--- config.mk ---
export PLATFORM = sky130hd
export DESIGN_NAME = lsu_mem_stage
export DESIGN_NICKNAME = d
export VERILOG_FILES = /design/src/rtl/lsu_pkg.sv /design/src/rtl/lsu_mem_stage_lane_decode.sv /design/src/rtl/lsu_mem_stage.sv
export SDC_FILE = /design/constraint.sdc
export NUM_CORES = 1
export LEC_CHECK = 0
export CAP_MARGIN = 20
export CORE_MARGIN = 1.5
export CORE_UTILIZATION = 45
export CTS_CLUSTER_SIZE = 25
export DETAILED_ROUTE_END_ITERATION = 10
export PLACE_DENSITY = 0.85
export SLEW_MARGIN = 20
export SYNTH_ARGS = -nofsm -noshare
export SYNTH_HDL_FRONTEND = slang
export SYNTH_SLANG_ARGS = --single-unit
--- constraint.sdc ---
create_clock -name clk -period 5.2 [get_ports clk]
set_input_delay 1.04 -clock clk [delete_from_list [all_inputs] [get_ports clk]]
set_output_delay 1.04 -clock clk [all_outputs]
set_load 0.02 [all_outputs]
--- src/rtl/lsu_pkg.sv ---
// Shared types and constants for the load/store memory stage.
// Covers funct3 encodings, FSM states, response error codes and lane masks.
package lsu_pkg;

  localparam logic [2:0] F3_LB  = 3'b000;
  localparam logic [2:0] F3_LH  = 3'b001;
  localparam logic [2:0] F3_LW  = 3'b010;
  localparam logic [2:0] F3_LBU = 3'b100;
  localparam logic [2:0] F3_LHU = 3'b101;
  localparam logic [2:0] F3_SB  = 3'b000;
  localparam logic [2:0] F3_SH  = 3'b001;
  localparam logic [2:0] F3_SW  = 3'b010;

  localparam logic [3:0] M_B0 = 4'b0001;
  localparam logic [3:0] M_B1 = 4'b0010;
  localparam logic [3:0] M_B2 = 4'b0100;
  localparam logic [3:0] M_B3 = 4'b1000;
  localparam logic [3:0] M_H0 = 4'b0011;
  localparam logic [3:0] M_H1 = 4'b1100;
  localparam logic [3:0] M_W  = 4'b1111;

  typedef enum logic [1:0] {
    IDLE   = 2'b00,
    ACCESS = 2'b01,
    RESP   = 2'b10
  } state_t;

  typedef enum logic [1:0] {
    ERR_OK    = 2'b00,
    ERR_MIS   = 2'b01,
    ERR_FAULT = 2'b10,
    ERR_ILL   = 2'b11
  } err_t;

  function automatic logic [3:0] lane_mask(
    input logic [1:0] lane
  );
    return M_B0 << lane;
  endfunction

endpackage

--- src/rtl/lsu_mem_stage_lane_decode.sv ---
// Combinational funct3/lane decode into dmem lane strobes.
// Reports illegal-encoding and misalignment; range is checked by the caller.
import lsu_pkg::*;

module lsu_lane_decode (
  input  logic       we,
  input  logic [2:0] funct3,
  input  logic [1:0] lane,
  output logic [3:0] wmem,
  output logic [4:0] rmem,
  output err_t       err
);

  logic       is_b;
  logic       is_h;
  logic       is_w;
  logic       ill;
  logic       mis;
  logic       sext;
  logic [3:0] mask;

  always_comb begin
    is_b = (funct3[1:0] == 2'b00);
    is_h = (funct3[1:0] == 2'b01);
    is_w = (funct3[1:0] == 2'b10);
    mask = '0;
    mis  = 1'b0;
    unique case (1'b1)
      is_b: mask = lane_mask(lane);
      is_h: begin
        mask = lane[1] ? M_H1 : M_H0;
        mis  = lane[0];
      end
      is_w: begin
        mask = M_W;
        mis  = |lane;
      end
      default: mask = '0;
    endcase
  end

  always_comb begin
    if (we) begin
      ill = funct3[2] | (&funct3[1:0]);
    end else begin
      ill = (&funct3[1:0]) | (funct3[2] & funct3[1]);
    end
    sext = !we && ((funct3 == F3_LB) || (funct3 == F3_LH));
    if (ill) begin
      err = ERR_ILL;
    end else if (mis) begin
      err = ERR_MIS;
    end else begin
      err = ERR_OK;
    end
    wmem = (we && err == ERR_OK) ? mask : 4'b0000;
    rmem = (!we && err == ERR_OK) ? {sext, mask} : 5'b00000;
  end

endmodule

--- src/rtl/lsu_mem_stage.sv ---
// Memory-access stage: one load/store in flight, strobes dmem for a single
// cycle and returns one response; faulting requests bypass dmem entirely.
import lsu_pkg::*;

module lsu_mem_stage #(
  parameter int unsigned ADDR_WIDTH = 15,
  parameter logic [31:0] DMEM_BASE  = 32'h0
) (
  input  logic        clk,
  input  logic        rst_n,
  input  logic        req_valid,
  output logic        req_ready,
  input  logic        req_we,
  input  logic [2:0]  req_funct3,
  input  logic [31:0] req_addr,
  input  logic [31:0] req_wdata,
  output logic        resp_valid,
  input  logic        resp_ready,
  output logic [31:0] resp_rdata,
  output logic [1:0]  resp_err,
  output logic [3:0]  wmem,
  output logic [4:0]  rmem,
  output logic [31:0] mem_addr,
  output logic [31:0] store_data,
  input  logic [31:0] load_data
);

  state_t      state_q, state_d;
  logic        req_ready_q, req_ready_d;
  logic        resp_valid_q, resp_valid_d;
  logic [31:0] resp_rdata_q, resp_rdata_d;
  err_t        resp_err_q, resp_err_d;
  logic [3:0]  wmem_q, wmem_d;
  logic [4:0]  rmem_q, rmem_d;
  logic [31:0] mem_addr_q, mem_addr_d;
  logic [31:0] store_data_q, store_data_d;

  logic [32:0] diff;
  logic [31:0] off;
  logic        fault;
  logic [3:0]  dec_wmem;
  logic [4:0]  dec_rmem;
  err_t        dec_err;
  err_t        acc_err;

  // Borrow out of the subtraction means the address sits below the base.
  assign diff  = {1'b0, req_addr} - {1'b0, DMEM_BASE};
  assign off   = diff[31:0];
  assign fault = diff[32] | (|off[31:ADDR_WIDTH+2]);

  lsu_lane_decode u_dec (
    .we     (req_we),
    .funct3 (req_funct3),
    .lane   (off[1:0]),
    .wmem   (dec_wmem),
    .rmem   (dec_rmem),
    .err    (dec_err)
  );

  always_comb begin
    if (dec_err != ERR_OK) begin
      acc_err = dec_err;
    end else if (fault) begin
      acc_err = ERR_FAULT;
    end else begin
      acc_err = ERR_OK;
    end
  end

  always_comb begin
    state_d      = state_q;
    req_ready_d  = req_ready_q;
    resp_valid_d = resp_valid_q;
    resp_rdata_d = resp_rdata_q;
    resp_err_d   = resp_err_q;
    wmem_d       = wmem_q;
    rmem_d       = rmem_q;
    mem_addr_d   = mem_addr_q;
    store_data_d = store_data_q;
    case (state_q)
      IDLE: begin
        if (req_valid && req_ready_q) begin
          req_ready_d = 1'b0;
          if (acc_err != ERR_OK) begin
            state_d      = RESP;
            resp_valid_d = 1'b1;
            resp_err_d   = acc_err;
            resp_rdata_d = '0;
          end else begin
            state_d    = ACCESS;
            mem_addr_d = {2'b00, off[31:2]};
            wmem_d     = dec_wmem;
            rmem_d     = dec_rmem;
            if (req_we) begin
              store_data_d = req_wdata;
            end
          end
        end
      end
      ACCESS: begin
        state_d      = RESP;
        wmem_d       = '0;
        rmem_d       = '0;
        resp_valid_d = 1'b1;
        resp_err_d   = ERR_OK;
        resp_rdata_d = (rmem_q != 5'b0) ? load_data : 32'h0;
      end
      RESP: begin
        if (resp_ready) begin
          state_d      = IDLE;
          resp_valid_d = 1'b0;
          req_ready_d  = 1'b1;
        end
      end
      default: begin
        state_d      = IDLE;
        req_ready_d  = 1'b1;
        resp_valid_d = 1'b0;
        wmem_d       = '0;
        rmem_d       = '0;
      end
    endcase
  end

  always_ff @(posedge clk or negedge rst_n) begin
    if (!rst_n) begin
      state_q      <= IDLE;
      req_ready_q  <= 1'b1;
      resp_valid_q <= 1'b0;
      resp_rdata_q <= '0;
      resp_err_q   <= ERR_OK;
      wmem_q       <= '0;
      rmem_q       <= '0;
      mem_addr_q   <= '0;
      store_data_q <= '0;
    end else begin
      state_q      <= state_d;
      req_ready_q  <= req_ready_d;
      resp_valid_q <= resp_valid_d;
      resp_rdata_q <= resp_rdata_d;
      resp_err_q   <= resp_err_d;
      wmem_q       <= wmem_d;
      rmem_q       <= rmem_d;
      mem_addr_q   <= mem_addr_d;
      store_data_q <= store_data_d;
    end
  end

  assign req_ready  = req_ready_q;
  assign resp_valid = resp_valid_q;
  assign resp_rdata = resp_rdata_q;
  assign resp_err   = resp_err_q;
  assign wmem       = wmem_q;
  assign rmem       = rmem_q;
  assign mem_addr   = mem_addr_q;
  assign store_data = store_data_q;

endmodule
==> results of run 1 <==
[worst reg2reg max path: cells and delay by family (launching register included)]
| family | cells | cell delay [ps] |
|---|---|---|
| buf+inv | 1 | 360 |
| flops | 1 | 640 |
| simple gates | 3 | 1400 |
[flip-flops by register name (all words and copies together) (netlist names)]
signal and count:
mem_addr 30, req_ready 1, wmem 4, rmem 5, resp_err 2, state_q 2
resp_rdata 32, store_data 32, resp_valid 1
[synth_stat cells (3+ instances only)]
library cell / n / area share (%)
dfrtp_1: 108 / 56
mux2_4: 40 / 13
o21ai_0: 37 / 3.9
nand2b_1: 35 / 4.6
a22oi_1: 33 / 5.2
nor2b_1: 18 / 2.3
mux2_2: 16 / 3.8
clkbuf_1: 10 / 0.78
nor3_1: 7 / 0.73
a21oi_1: 5 / 0.52
buf_6: 5 / 1.2
inv_1: 5 / 0.39
a211oi_1: 4 / 0.63
buf_4: 4 / 0.63
ha_1: 4 / 1.0
nand2_1: 4 / 0.31
nor4_1: 4 / 0.52
clkbuf_2: 3 / 0.31
nor2_1: 3 / 0.23
[logic make-up after synthesis]
logic type | after synthesis | share of synthesized area (%)
compound gates | 88 | 11.9
flops | 109 | 56.9
other cells | 1 | 0.0782
buf+inv | 29 | 3.47
mux | 56 | 16.3
fa+ha+maj | 4 | 1.04
simple gates | 78 | 10.3
[cell type report]
| type | instances | area (um2) | share of cell area, % |
|---|---|---|---|
| Clock buffer | 9 | 124 | 1.73 |
| Clock inverter | 7 | 56.3 | 0.788 |
| Inverter | 5 | 18.8 | 0.263 |
| Multi-Input combinational cell | 228 | 1920 | 26.8 |
| Sequential cell | 109 | 2730 | 38.2 |
| Tap cell | 136 | 170 | 2.38 |
| Timing Repair Buffer | 214 | 2130 | 29.8 |
[path summary, 6_finish.rpt]
| kind | from | endpoint | slack [ps] | cells past startpoint |
|---|---|---|---|---|
| min in group asynchronous | rst_n | wmem[0] | 720 | 1 |
| setup / recovery | req_funct3[1] | mem_addr[27] | 1770 | 8 |
| setup reg to reg | state_q[0] | mem_addr[27] | 2690 | 4 |
| hold / removal | mem_addr[22] | mem_addr[22] | 510 | 1 |
| hold reg to reg | mem_addr[22] | mem_addr[22] | 510 | 1 |
| max in group asynchronous | rst_n | state_q[0] | 3330 | 2 |
[per-layer routing]
metal  GRT usage (%)  vias up  part of all wire [%]
met5               0        -                     0
met4            6.85        0                   1.4
met3            6.74       15                   7.5
met2            37.2      144                    51
met1            27.7     1809                    40
li1                -     1698                     -
[where the power goes]
part	internal, uW	switching, uW
clock	180	301
combinational	75.4	44.2
sequential	847	0
total	1100	345
[per-stage QoR]
| step | setup WS (ps) | cells | utilization [%] | hold WS (ps) | instance area (um2) |
|---|---|---|---|---|---|
| 2_1_floorplan | 2580 | 366 | - | 597 | 4800 |
| 3_3_place_gp | 1480 | 692 | 67.4 | 481 | 6960 |
| 3_5_place_dp | 1330 | 692 | 67.5 | 489 | 6960 |
| 4_1_cts | 1720 | 708 | 69.2 | 512 | 7140 |
| 5_1_grt | 1590 | 708 | 69.2 | 529 | 7150 |
| 6_report | 1770 | 708 | 69.2 | 507 | 7150 |
==> results_dict.tcl, run 1 <==
set metrics [dict create \
    rsz0062_at_grt "no" \
    status "complete, no violations" \
    track_usage_pct 22.2 \
    path_max_fanout 17 \
    ys_warn_count 0 \
    avgSynthCellArea_um2 13.1 \
    synth_edf_count 0 \
    ys_ff_latch 109 \
    worstMarginPinSlew_ps 978 \
    synth_cells 365 \
    wl_per_cell_um 17.2 \
    die_x_um 106 \
    die_area_um2 11300 \
    routed_wl_um 12200 \
    vias 3666 \
    ys_async_sr_fraction_pct 100 \
    cts_made_buffers 9 \
    n_antenna_cell 0 \
    grt_pass1_wl_um 19600 \
    start_kind "input port" \
    cts_max_level 3 \
    slew_violations 0 \
    globalplace.congestion 0.793 \
    ys_seq_area_share_pct 56.9 \
    crit_arrival_ps 3700 \
    dp_hpwl_um 8780 \
    leakagePower_uw 0.00318 \
    final_common_cell "clkdlybuf4s50_1" \
    insertion_delay_ps 380 \
    grt_pass1_vias 3796 \
    path_clk_slew_ps 100 \
    row_count 37 \
    relSlewSlack_pct 34.8 \
    period_minus_slack_ps 3430 \
    cts_buffer_depth 2 \
    firstDrtPassIters 4 \
    synth_ff_type "dfrtp_1" \
    fill_cells 729 \
    endpoint_kind "register" \
    initial_utilization_pct 46.4 \
    hp-class "reg2reg" \
    vias_per_cell 5.18 \
    cpPeakStageDelay_ps 820 \
    peakVddDrop_mv 0.158 \
    drive_gt1_share_pct 15.0 \
    clock_tree.root_cell "clkbuf_8" \
    synthesis.area_um2 4790 \
    cts_tree "done" \
    cp_cell_sequence "clkdlybuf4s50_1 -> inv_1 -> ha_1 -> nand3_1 -> and4b_4 -> and3_1 -> buf_4 -> nor2b_1" \
    die_h_um 106 \
    drtIter0Drc 148 \
    coreArea_um2 10300 \
    io_buffer_count 210 \
    postCtsSetupBuffers 0 \
    crit_buf_inv 3 \
    hold_viol 0 \
    max_freq_ghz 0.291 \
    timing.final.crit_share_pct 66.0 \
    layout_common_cells "209 x clkdlybuf4s50_1, 107 x dfrtp_1, 40 x mux2_4" \
    fin_nets 675 \
    synth.distinct_cells 39 \
    drtAntennaViolNets 0 \
    cp_data_required_time_ps 5470 \
    slowest_stage "and3_1" \
    setup_viol 0 \
    antenna_found_initial 0 \
    syn_to_final_growth_pct 49.1 \
    skew_ps 9.16 \
    fin_tns_setup_ps 0 \
    cts_resized 0 \
    max_cap_viol_count 0 \
    p_per_area_nw_per_um2 203 \
    overflow 0 \
    crit_family "simple AND/OR/NAND/NOR gates" \
    pin_count 213 \
    grt_max_degree 61 \
    clock-sinks 109 \
    power_uw 1450 \
    drc_errors 0 \
    postCtsHoldBufs 0 \
    crit_type "in2reg" \
]
No activity file was read; power rests on OpenSTA's default activity.
==> run 2: changes to the inputs <==
CORE_UTILIZATION = 38   (was 45)
PLACE_DENSITY = 0.77   (was 0.85)
clock period = 3 ns   (was 5.2 ns; I/O delays follow)
==> results_dict.tcl, run 2 (synthesis gave the netlist of run 1 again) <==
set metrics [dict create \
    status "complete, no violations" \
    cts_max_level 3 \
    drtIter0Drc 246 \
    start_kind "input port" \
    fin_area_um2 7390 \
    cts_buffer_depth 2 \
    fill_cells 958 \
    grt_pass1_wl_um 19700 \
    overflow 0 \
    crit_arrival_ps 2790 \
    initial_utilization_pct 39.4 \
    layout_common_cells "209 x clkdlybuf4s50_1, 108 x dfrtp_1, 40 x mux2_4" \
    wl_per_cell_um 16.9 \
    postCtsHoldBufs 0 \
    dp_hpwl_um 9070 \
    drive_gt1_share_pct 15.4 \
    path_max_fanout 31 \
    grt_pass1_vias 3943 \
    reg2reg_depth 5 \
    cp_data_required_time_ps 3220 \
    fin_tns_setup_ps 0 \
    slew_violations 0 \
    fin_hold_ws_ps 251 \
    max_cap_viol_count 0 \
    setup_viol 0 \
    leakagePower_uw 0.00329 \
    clock_tree.root_cell "clkbuf_16" \
    track_usage_pct 19.2 \
    coreArea_um2 12200 \
    globalplace.congestion 0.842 \
    die_area_um2 13300 \
    fin_util_pct 60.7 \
    firstDrtPassIters 4 \
    syn_to_final_growth_pct 54.1 \
    crit_type "in2reg" \
    final_common_cell "clkdlybuf4s50_1" \
    cts_resized 0 \
    p_per_area_nw_per_um2 395 \
    endpoint_kind "register" \
    fin_nets 681 \
    cts_made_buffers 9 \
    io_buffer_count 210 \
    routed_wl_um 12600 \
    timing.final.crit_share_pct 85.5 \
    vias 3730 \
    r2r-start "req_ready" \
    die_h_um 115 \
    r2r-end "mem_addr[12]" \
    antenna_found_initial 0 \
    drc_errors 0 \
    die_x_um 115 \
    hold_viol 0 \
    worstMarginPinSlew_ps 588 \
    slowest_stage "clkdlybuf4s50_1" \
    insertion_delay_ps 340 \
    period_minus_slack_ps 2570 \
    cpPeakStageDelay_ps 560 \
    relSlewSlack_pct 60.8 \
    cp_cell_sequence "clkdlybuf4s50_1 -> inv_1 -> ha_1 -> nand3_1 -> and4b_4 -> and3_1 -> buf_12 -> mux2_2" \
    clock-sinks 109 \
    reg2reg_setup_slack_ps 980 \
    drtAntennaViolNets 0 \
    skew_ps 6.80 \
    grt_max_degree 66 \
    hp-class "in2async" \
    peakVddDrop_mv 0.229 \
    rsz0062_at_grt "no" \
    placed_area_um2 7080 \
    vias_per_cell 5.00 \
    row_count 40 \
    cts_tree "done" \
    path_clk_slew_ps 70 \
    max_freq_ghz 0.390 \
    postCtsSetupBuffers 0 \
    pin_count 213 \
    n_antenna_cell 0 \
]
## run 2: changes by cell type in the layout (fill, tap and decap cells not counted)
| cell | change |
|---|---|
| buf_4 | +3 |
| a21oi_2 | +1 |
| clkinvlp_4 | -1 |
| clkbuf_16 | +9 |
| clkinv_2 | +2 |
| dfrtp_2 | -1 |
| clkbuf_1 | +2 |
| clkinv_4 | -2 |
| dfrtp_1 | +1 |
| buf_12 | +3 |
| clkbuf_8 | -9 |
| inv_6 | -3 |
| a21oi_4 | -1 |
| bufinv_16 | +2 |
## run 2: cell type report
type / instances / area, um2 / share of cell area (%)
multi-input cells: 228 / 1910 / 25.8
well taps: 168 / 210 / 2.85
clock inverters: 5 / 75.1 / 1.02
clock buffers: 11 / 233 / 3.15
repair buffers: 220 / 2210 / 29.9
flip-flops and latches: 109 / 2730 / 36.9
inverters: 5 / 18.8 / 0.254
## run 2: stage by stage
stage               total power (uW)  setup slack (ps)  std cells
floorplan                       1530               820        366
global route                    3030               377        746
global placement                1710               158        730
CTS                             2950               454        746
finish                          2920               435        746
detailed placement              1710              80.2        730
## run 2: worst max-delay path by stage
stage	slack, ps	from	end
3_5_place_dp	80	req_funct3[1]	mem_addr[0]
4_1_cts	450	req_funct3[1]	mem_addr[12]
5_1_grt	380	req_funct3[1]	mem_addr[14]
6_report	430	req_funct3[1]	mem_addr[12]
2_1_floorplan	820	req_funct3[0]	mem_addr[10]
3_3_place_gp	160	req_funct3[1]	mem_addr[14]
## run 2: power breakdown
group	internal [uW]	leakage, uW	switching [uW]
Combinational	133	0.00179	79.5
Clock	728	0.000153	507
Sequential	1470	0.00135	0
Total	2330	0.00329	586
## run 2: per-layer routing
| layer | routed length [um] | vias up | part of all wire [%] | global-route usage (%) |
|---|---|---|---|---|
| met5 | 0 | - | 0 | 0 |
| met3 | 849 | 19 | 6.7 | 4.96 |
| met4 | 273 | 0 | 2.2 | 8.07 |
| met1 | 5270 | 1843 | 42 | 23.5 |
| met2 | 6220 | 155 | 49 | 32.3 |
| li1 | - | 1713 | - | - |
## run 2: critical path: cells and delay by family
family	cells	cell delay [ps]
buf+inv	3	870
simple gates	3	650
mux	1	360
fa+ha+maj	1	320
